### src/rtl/rcv_ctrl.sv
// UART receive-path controller: line sync, start detect, bit-centre strobes.
// Optional false-start rejection at the start-bit centre: RCV_CTRL_START_CHECK_EN.
module rcv_ctrl #(
  parameter int CLKS_PER_BIT = 10,
  parameter int DATA_BITS    = 8
) (
  input  logic clk,
  input  logic n_rst,
  input  logic serial_in,
  input  logic stop_bit,
  output logic shift_strobe,
  output logic load_buffer,
  output logic framing_error,
  output logic rx_busy
);

  localparam int HALF = CLKS_PER_BIT / 2;
  localparam int NMAX = HALF + (DATA_BITS + 1) * CLKS_PER_BIT;
  localparam int NW   = $clog2(NMAX + 1);
  localparam int BW   = $clog2(DATA_BITS + 2);

  typedef enum logic [1:0] {
    IDLE,
    RECEIVE,
    STOP_CHK,
    LOAD
  } state_t;

  state_t state, state_n;

  logic sync1, sync2, prev;
  logic start_edge;
  logic [NW-1:0] n;
  logic [NW-1:0] tgt;
  logic [BW-1:0] bcnt;
  logic strobe;
  logic last;
  logic false_start;
  logic accept;

  always_ff @(posedge clk or negedge n_rst) begin
    if (!n_rst) begin
      sync1 <= 1'b1;
      sync2 <= 1'b1;
      prev  <= 1'b1;
    end else begin
      sync1 <= serial_in;
      sync2 <= sync1;
      prev  <= sync2;
    end
  end

  assign start_edge = prev & ~sync2;
  assign accept     = (state == IDLE) && start_edge;
  assign strobe     = (state == RECEIVE) && (n == tgt);
  assign last       = (bcnt == BW'(DATA_BITS));

`ifdef RCV_CTRL_START_CHECK_EN
  // line back high at start-bit centre: treat as noise
  assign false_start = (n == NW'(HALF)) && sync2;
`else
  assign false_start = 1'b0;
`endif

  always_ff @(posedge clk or negedge n_rst) begin
    if (!n_rst) begin
      state <= IDLE;
    end else begin
      state <= state_n;
    end
  end

  always_comb begin
    state_n = state;
    unique case (state)
      IDLE: begin
        if (start_edge) state_n = RECEIVE;
      end
      RECEIVE: begin
        if (false_start) begin
          state_n = IDLE;
        end else if (strobe && last) begin
          state_n = STOP_CHK;
        end
      end
      STOP_CHK: begin
        state_n = stop_bit ? LOAD : IDLE;
      end
      LOAD: begin
        state_n = IDLE;
      end
      default: state_n = IDLE;
    endcase
  end

  // tgt tracks the next bit-centre count; frozen after the stop strobe
  always_ff @(posedge clk or negedge n_rst) begin
    if (!n_rst) begin
      n    <= '0;
      tgt  <= '0;
      bcnt <= '0;
    end else if (accept) begin
      n    <= '0;
      tgt  <= NW'(HALF + CLKS_PER_BIT);
      bcnt <= '0;
    end else if (state == RECEIVE) begin
      n <= n + NW'(1);
      if (strobe && !last) begin
        bcnt <= bcnt + BW'(1);
        tgt  <= tgt + NW'(CLKS_PER_BIT);
      end
    end
  end

  always_ff @(posedge clk or negedge n_rst) begin
    if (!n_rst) begin
      framing_error <= 1'b0;
    end else if (accept) begin
      framing_error <= 1'b0;
    end else if (state == STOP_CHK && !stop_bit) begin
      framing_error <= 1'b1;
    end
  end

  always_comb begin
    shift_strobe = strobe;
    load_buffer  = 1'b0;
    rx_busy      = 1'b1;
    unique case (1'b1)
      (state == IDLE): rx_busy     = 1'b0;
      (state == LOAD): load_buffer = 1'b1;
      default: ;
    endcase
  end

endmodule
### config.mk
export PLATFORM = sky130hd
export DESIGN_NAME = rcv_ctrl
export DESIGN_NICKNAME = d
export VERILOG_FILES = /design/src/rtl/rcv_ctrl.sv
export SDC_FILE = /design/constraint.sdc
export NUM_CORES = 1
export LEC_CHECK = 0
export CELL_PAD_IN_SITES_DETAIL_PLACEMENT = 0
export CELL_PAD_IN_SITES_GLOBAL_PLACEMENT = 2
export CORE_MARGIN = 2
export CORE_UTILIZATION = 33
export CTS_CLUSTER_SIZE = 20
export DETAILED_ROUTE_END_ITERATION = 8
export PLACE_DENSITY = 0.75
export SLEW_MARGIN = 20
export SYNTH_ARGS = -nofsm -noshare
export SYNTH_HDL_FRONTEND = slang
export SYNTH_SLANG_ARGS = --single-unit
### constraint.sdc
create_clock -name clk -period 1.7 [get_ports clk]
set_input_delay 0.255 -clock clk [delete_from_list [all_inputs] [get_ports clk]]
set_output_delay 0.255 -clock clk [all_outputs]
set_load 0.01 [all_outputs]
---- Yosys cells after proc, flatten, opt, wreduce, memory -nomap -nowiden ----
Index checks and enable logic that the tools add are counted.
operators by class
  mux-type cells .......................... 16
  $mul .................................... 0
  eq/ne operators ......................... 7
  bitwise operators ....................... 2
  add/subtract/negate cells ............... 3
  $lt $le $gt $ge ......................... 0
  shift operators ......................... 0
  reductions and logical operators ........ 13
  divide/modulo/power cells ............... 0
operator list
  cell                                                                    count
  7-bit 2-to-1 mux                                                        5
  4-bit 2-to-1 mux                                                        3
  2-bit one-hot mux with 4 select lines                                   1
  7-bit by 1-bit adder with 7-bit output (second input constant)          1
  7-bit by 4-bit adder with 7-bit output (second input constant)          1
  7-bit equality test                                                     1
  2-bit 2-to-1 mux                                                        3
  2-bit nonzero test                                                      3
  1-bit logical AND                                                       5
  4-bit by 1-bit adder with 4-bit output (second input constant)          1
  2-bit equality test (second input constant)                             2
  4-bit equality test (second input constant)                             1
  1-bit 2-to-1 mux                                                        4
  2-bit inequality test (second input constant)                           2
  2-bit AND reduction                                                     2
  2-bit by 1-bit equality test with 1-bit output (second input constant)  1
  1-bit zero test                                                         2
  2-bit zero test                                                         1
  1-bit bitwise AND                                                       1
  1-bit NOT                                                               1
word-level totals
  register bits after elaboration ......... 24
  latch bits .............................. 0
  memory bits (read-only) ................. 0
  word-level logic and storage cells ...... 49
  memory bits (writable) .................. 0
  output and inout bits ................... 4
  memories ................................ 0
  input port bits ......................... 4

---- Depth between registers and ports, before layout ----
Gate-level depths: netlist of the first run.
  depth after elaboration ................. 6
  gate-level depth with buffers ........... 6
  depth with buffers taken out ............ 6

---- Worst setup path before layout of the first run ----
Ideal clock, no wire load.
  path kind ............................... register to register
  from .................................... register n[0]
  to ...................................... register tgt[5]
  period minus slack after synthesis ...... 1778 ps
  stages on the path, launching flop included .. 6
  path buffers ............................ 0
  setup time .............................. 77 ps
  setup slack ............................. -78 ps
  arrival ................................. 1700 ps
  required time ........................... 1623 ps
  path through ............................ dfrtp_1 xor2_1 nor4_2 nand3_2 or3_1 a21oi_1
between the ends
  word-level cells in the longest chain between the ends .. 5
RTL lines
  element                               RTL line  text
  from (decl)                           33        logic [NW-1:0] n;
  from (signal assigned)                107       n <= n + NW'(1);
  7-bit equality test                   55        assign strobe = (state == RECEIVE) && (n == tgt);
  1-bit logical AND                     55
  1-bit logical AND                     108       if (strobe && !last) begin
  2-bit nonzero test (no source line)   n/a
  2-bit AND reduction (no source line)  n/a
  to (signal assigned)                  104       tgt <= NW'(HALF + CLKS_PER_BIT);
  to (signal assigned)                  110       tgt <= tgt + NW'(CLKS_PER_BIT);
  to (decl)                             34        logic [NW-1:0] tgt;
Every way passes these cells.
A chain may end at the register's enable or synchronous reset.

---- Worst setup path in the final report of the first run ----
  from .................................... register state[1]
  to ...................................... register bcnt[3]
between the ends
  word-level cells in the longest chain between the ends .. 5
  elaborated cells on any way between the ends .. 9
  classes of those cells .................. 1 x eq/ne; 1 x mux; 7 x reduce/logical
RTL lines
  element                                         RTL line  text
  from (decl)                                     29        state_t state, state_n;
  from (signal assigned)                          69        state <= state_n;
  2-bit by 1-bit equality test with 1-bit output  55, 106
  1-bit logical AND                               55
  1-bit logical AND                               108
  2-bit nonzero test (no source line)             n/a
  2-bit AND reduction (no source line)            n/a
  to (signal assigned)                            109       bcnt <= bcnt + BW'(1);
  to (decl)                                       35        logic [BW-1:0] bcnt;
Parallel ways exist; a longest one is shown, timed or not.

==> flow_summary.ini, run 1 <==
[global_route]
grt_max_degree = 25
antenna_found_initial = 0
grt_pass1_vias = 927
gr-total-overflow = 0
grt_pass1_wl_mm = 4.319
track_usage_pct = 13.56

[route]
vias = 928
drtIter0Drc = 37
wl_per_cell_um = 12.89
ant_nets = 0
first_pass_iters = 4
wl_mm = 2.577
drc_errors = 0
drt-vias-per-instance = 4.640

[clocking]
path_clk_slew_ns = 0.14
insertion_delay_ns = 0.32
cts_made_buffers = 3
htreeDepth = 1
clockBufferDepth = 2
cts_tree = yes
cts_root_buffer = clkbuf_4
cts.sinks = 24

[timing]
setup_slack_ns = -0.1003
max_clock_freq_mhz = 555.5
tns_ns = -0.2938
tightest_slew_ns = 0.3885
finClkSkew_ns = 0.01077
slew_violations = 0
setup_viol = 3
finalHoldViolations = 0
fin_crit_sh_pct = 105.9
rsz0062_at_grt = yes
max_slew_margin_pct = 74.01
period_minus_slack_ns = 1.800

[critical_path]
slowest_delay_ns = 0.48
required_ns = 1.97
critPathLaunchType = flop
cp-end-kind = flop
criticalPathCategory = flop to flop
crit_fanout = 5
crit_top_cell = nand2_1
path_buf_inv = 1
crit_chain = nand2b_2 > buf_4 > nor4_1 > nand2_1 > or4_1 > nand2_1
critPathSlowestCell = or4_1
worstPathArrival_ns = 2.07
cp_top_family = simple AND/OR/NAND/NOR gates

[floorplanning]
dieArea_um2 = 4134
fp-row-count = 21
die_h_um = 64.30
start_util_pct = 35.13
io_pins = 8
fp.dieW_um = 64.30
core_area_um2 = 3416

[power]
cellLeakagePower_uw = 0.0007279
power.density_nw_per_um2 = 1386
worst_ir_drop_vdd_uv = 724.1
p_total_uw = 2279

[logic_synthesis]
synth-seq-area-share_pct = 50.36
ys_types = 32
synth_top_area_cell = dfrtp_1
synth-seq-cells = 24
synthesis.nets = 126
postSynthCellCount = 118
yosys-top-cells-area = dfrtp_1 44%, dfstp_2 6.6%, xor2_1 6.6%
avgSynthCellArea_um2 = 10.17
yosys_warnings = 0
syn_area_um2 = 1200
synth_top_area_share_pct = 43.80

[finish]
area_delta_synth_final_pct = 37.02
nets = 163
regArea_um2 = 604.3
multiInputGateArea_um2 = 646.9
drive_gt1_share_pct = 33.77
nFillCells = 332
num_antenna_cells = 0

[outcome]
failed_checks = negative setup slack
outcome = finished with violations

[place]
hpwlAfterDp_mm = 1.876
gp_congestion = 0.8075
io_buffers = 7

[worst_hold_path]
hold_class = input port to async pin

[run]
cap_violations = 0
## logic make-up (layout without fill, tap and decap cells)
| logic type | Yosys count | in the layout | share of synthesized area [%] |
|---|---|---|---|
| and+or+nand+nor | 53 | 53 | 25.65 |
| DFF | 24 | 24 | 50.36 |
| AOI/OAI and AO/OA | 18 | 18 | 7.716 |
| xor gates and xnor gates | 11 | 11 | 8.030 |
| buffers and inverters | 5 | 41 | 1.564 |
| adders and majority gates | 4 | 4 | 4.171 |
| muxes | 3 | 3 | 2.503 |
## area by class of cell
class | count | area share, %
Multi-Input combinational cell | 89 | 39.35
Sequential cell | 24 | 36.76
Timing Repair Buffer | 34 | 16.51
Tap cell | 46 | 3.501
Clock inverter | 1 | 1.826
Clock buffer | 3 | 1.370
Inverter | 3 | 0.6849
## synth_stat cells (all sizes together)
| library cell | number |
|---|---|
| and2 | 2 |
| inv | 3 |
| nor3b | 1 |
| o211ai | 1 |
| ha | 4 |
| clkbuf | 2 |
| dfstp | 3 |
| o21ai | 15 |
| a21oi | 2 |
| nand4b | 1 |
| or3b | 1 |
| or2b | 1 |
| or4 | 1 |
| nor2 | 8 |
| or2 | 1 |
| nand3b | 1 |
| nand2 | 13 |
| nand3 | 8 |
| dfrtp | 21 |
| xor2 | 9 |
| or3 | 2 |
| nand4 | 3 |
| nor2b | 1 |
| nand2b | 3 |
| xnor2 | 2 |
| nor4 | 4 |
| and3 | 2 |
| mux2i | 3 |
## routing by layer
| layer | vias to the layer above | share of wire (%) | track usage (%) |
|---|---|---|---|
| li1 | 482 | - | - |
| met1 | 437 | 49 | 18.53 |
| met2 | 7 | 48 | 22.01 |
| met3 | 2 | 2.1 | 3.873 |
| met4 | 0 | 0.70 | 1.596 |
| met5 | - | 0 | 0 |
## worst paths after layout
check / startpoint / end / slack (ns) / cells past startpoint
setup / recovery: state[1]$_DFFE_PN0P_ / bcnt[3]$_DFFE_PN0P_ / -0.10 / 6
hold / removal: n_rst / n[0]$_DFFE_PN0P_ / 0.27 / 2
setup reg to reg: state[1]$_DFFE_PN0P_ / bcnt[3]$_DFFE_PN0P_ / -0.10 / 6
hold reg to reg: sync1$_DFF_PN1_ / sync2$_DFF_PN1_ / 0.37 / 0
max in group asynchronous: n_rst / sync1$_DFF_PN1_ / 1.15 / 2
min in group clk: serial_in / sync1$_DFF_PN1_ / 0.32 / 1
## cell usage in the layout, fill, tap and decap left out, drive strengths merged, types with 4 or more instances in the layout
cell,Yosys,routed
buf,0,29
clkdlybuf4s50,0,4
dfrtp,21,21
ha,4,4
nand2,13,13
nand3,8,8
nor2,8,8
nor4,4,4
o21ai,15,15
xor2,9,9
## timing repair
action	CTS	global route
hold buffers	0	0
pin swaps	9	6
setup buffers	2	1
cloned	0	0
setup endpoints to repair	14	16
resized for setup	16	9
## metrics by stage
step / instances / hold slack, ns / cell area, um2 / util (%) / worst slack [ns]
after floorplan: 118 / -0.04059 / 1210 / - / -0.04803
after global placement: 194 / 0.3464 / 1516 / 44.40 / -0.1312
after detailed placement: 194 / 0.3543 / 1516 / 44.40 / -0.1617
after CTS: 199 / 0.2732 / 1602 / 46.89 / -0.1277
after global routing: 200 / 0.2796 / 1644 / 48.13 / -0.2153
final: 200 / 0.2664 / 1644 / 48.13 / -0.1003
## sequential cells by signal, summed over array words and instances (netlist names)
register and count:
framing_error 1, bcnt 4, sync2 1, n 7
prev 1, state 2, tgt 7, sync1 1
## power breakdown
group | total [uW] | leakage (uW) | internal [uW] | switching (uW)
clock | 413 | 0.0000279 | 238 | 174
combinational | 1050 | 0.000406 | 527 | 519
sequential | 819 | 0.000294 | 707 | 112
No activity file was read; power rests on OpenSTA's default activity.
==> run 2: changes to the inputs <==
MAX_ROUTING_LAYER = met4   (was default)
==> results of run 2 <==
The final DEF is identical to that of run 1; final timing and power are the same.
Main changes from that run: final weighted congestion in routability-driven placement 0.8075 -> 0.8193; overall routing resource usage 13.56% -> 13.93%
==> run 3: changes to the inputs <==
CAP_MARGIN = 20   (was default)
==> results of run 3 <==
The final DEF is identical to that of run 1; final timing and power are the same.
Main changes from that run: final weighted congestion in routability-driven placement 0.8075 -> 0.8193; overall routing resource usage 13.56% -> 13.93%
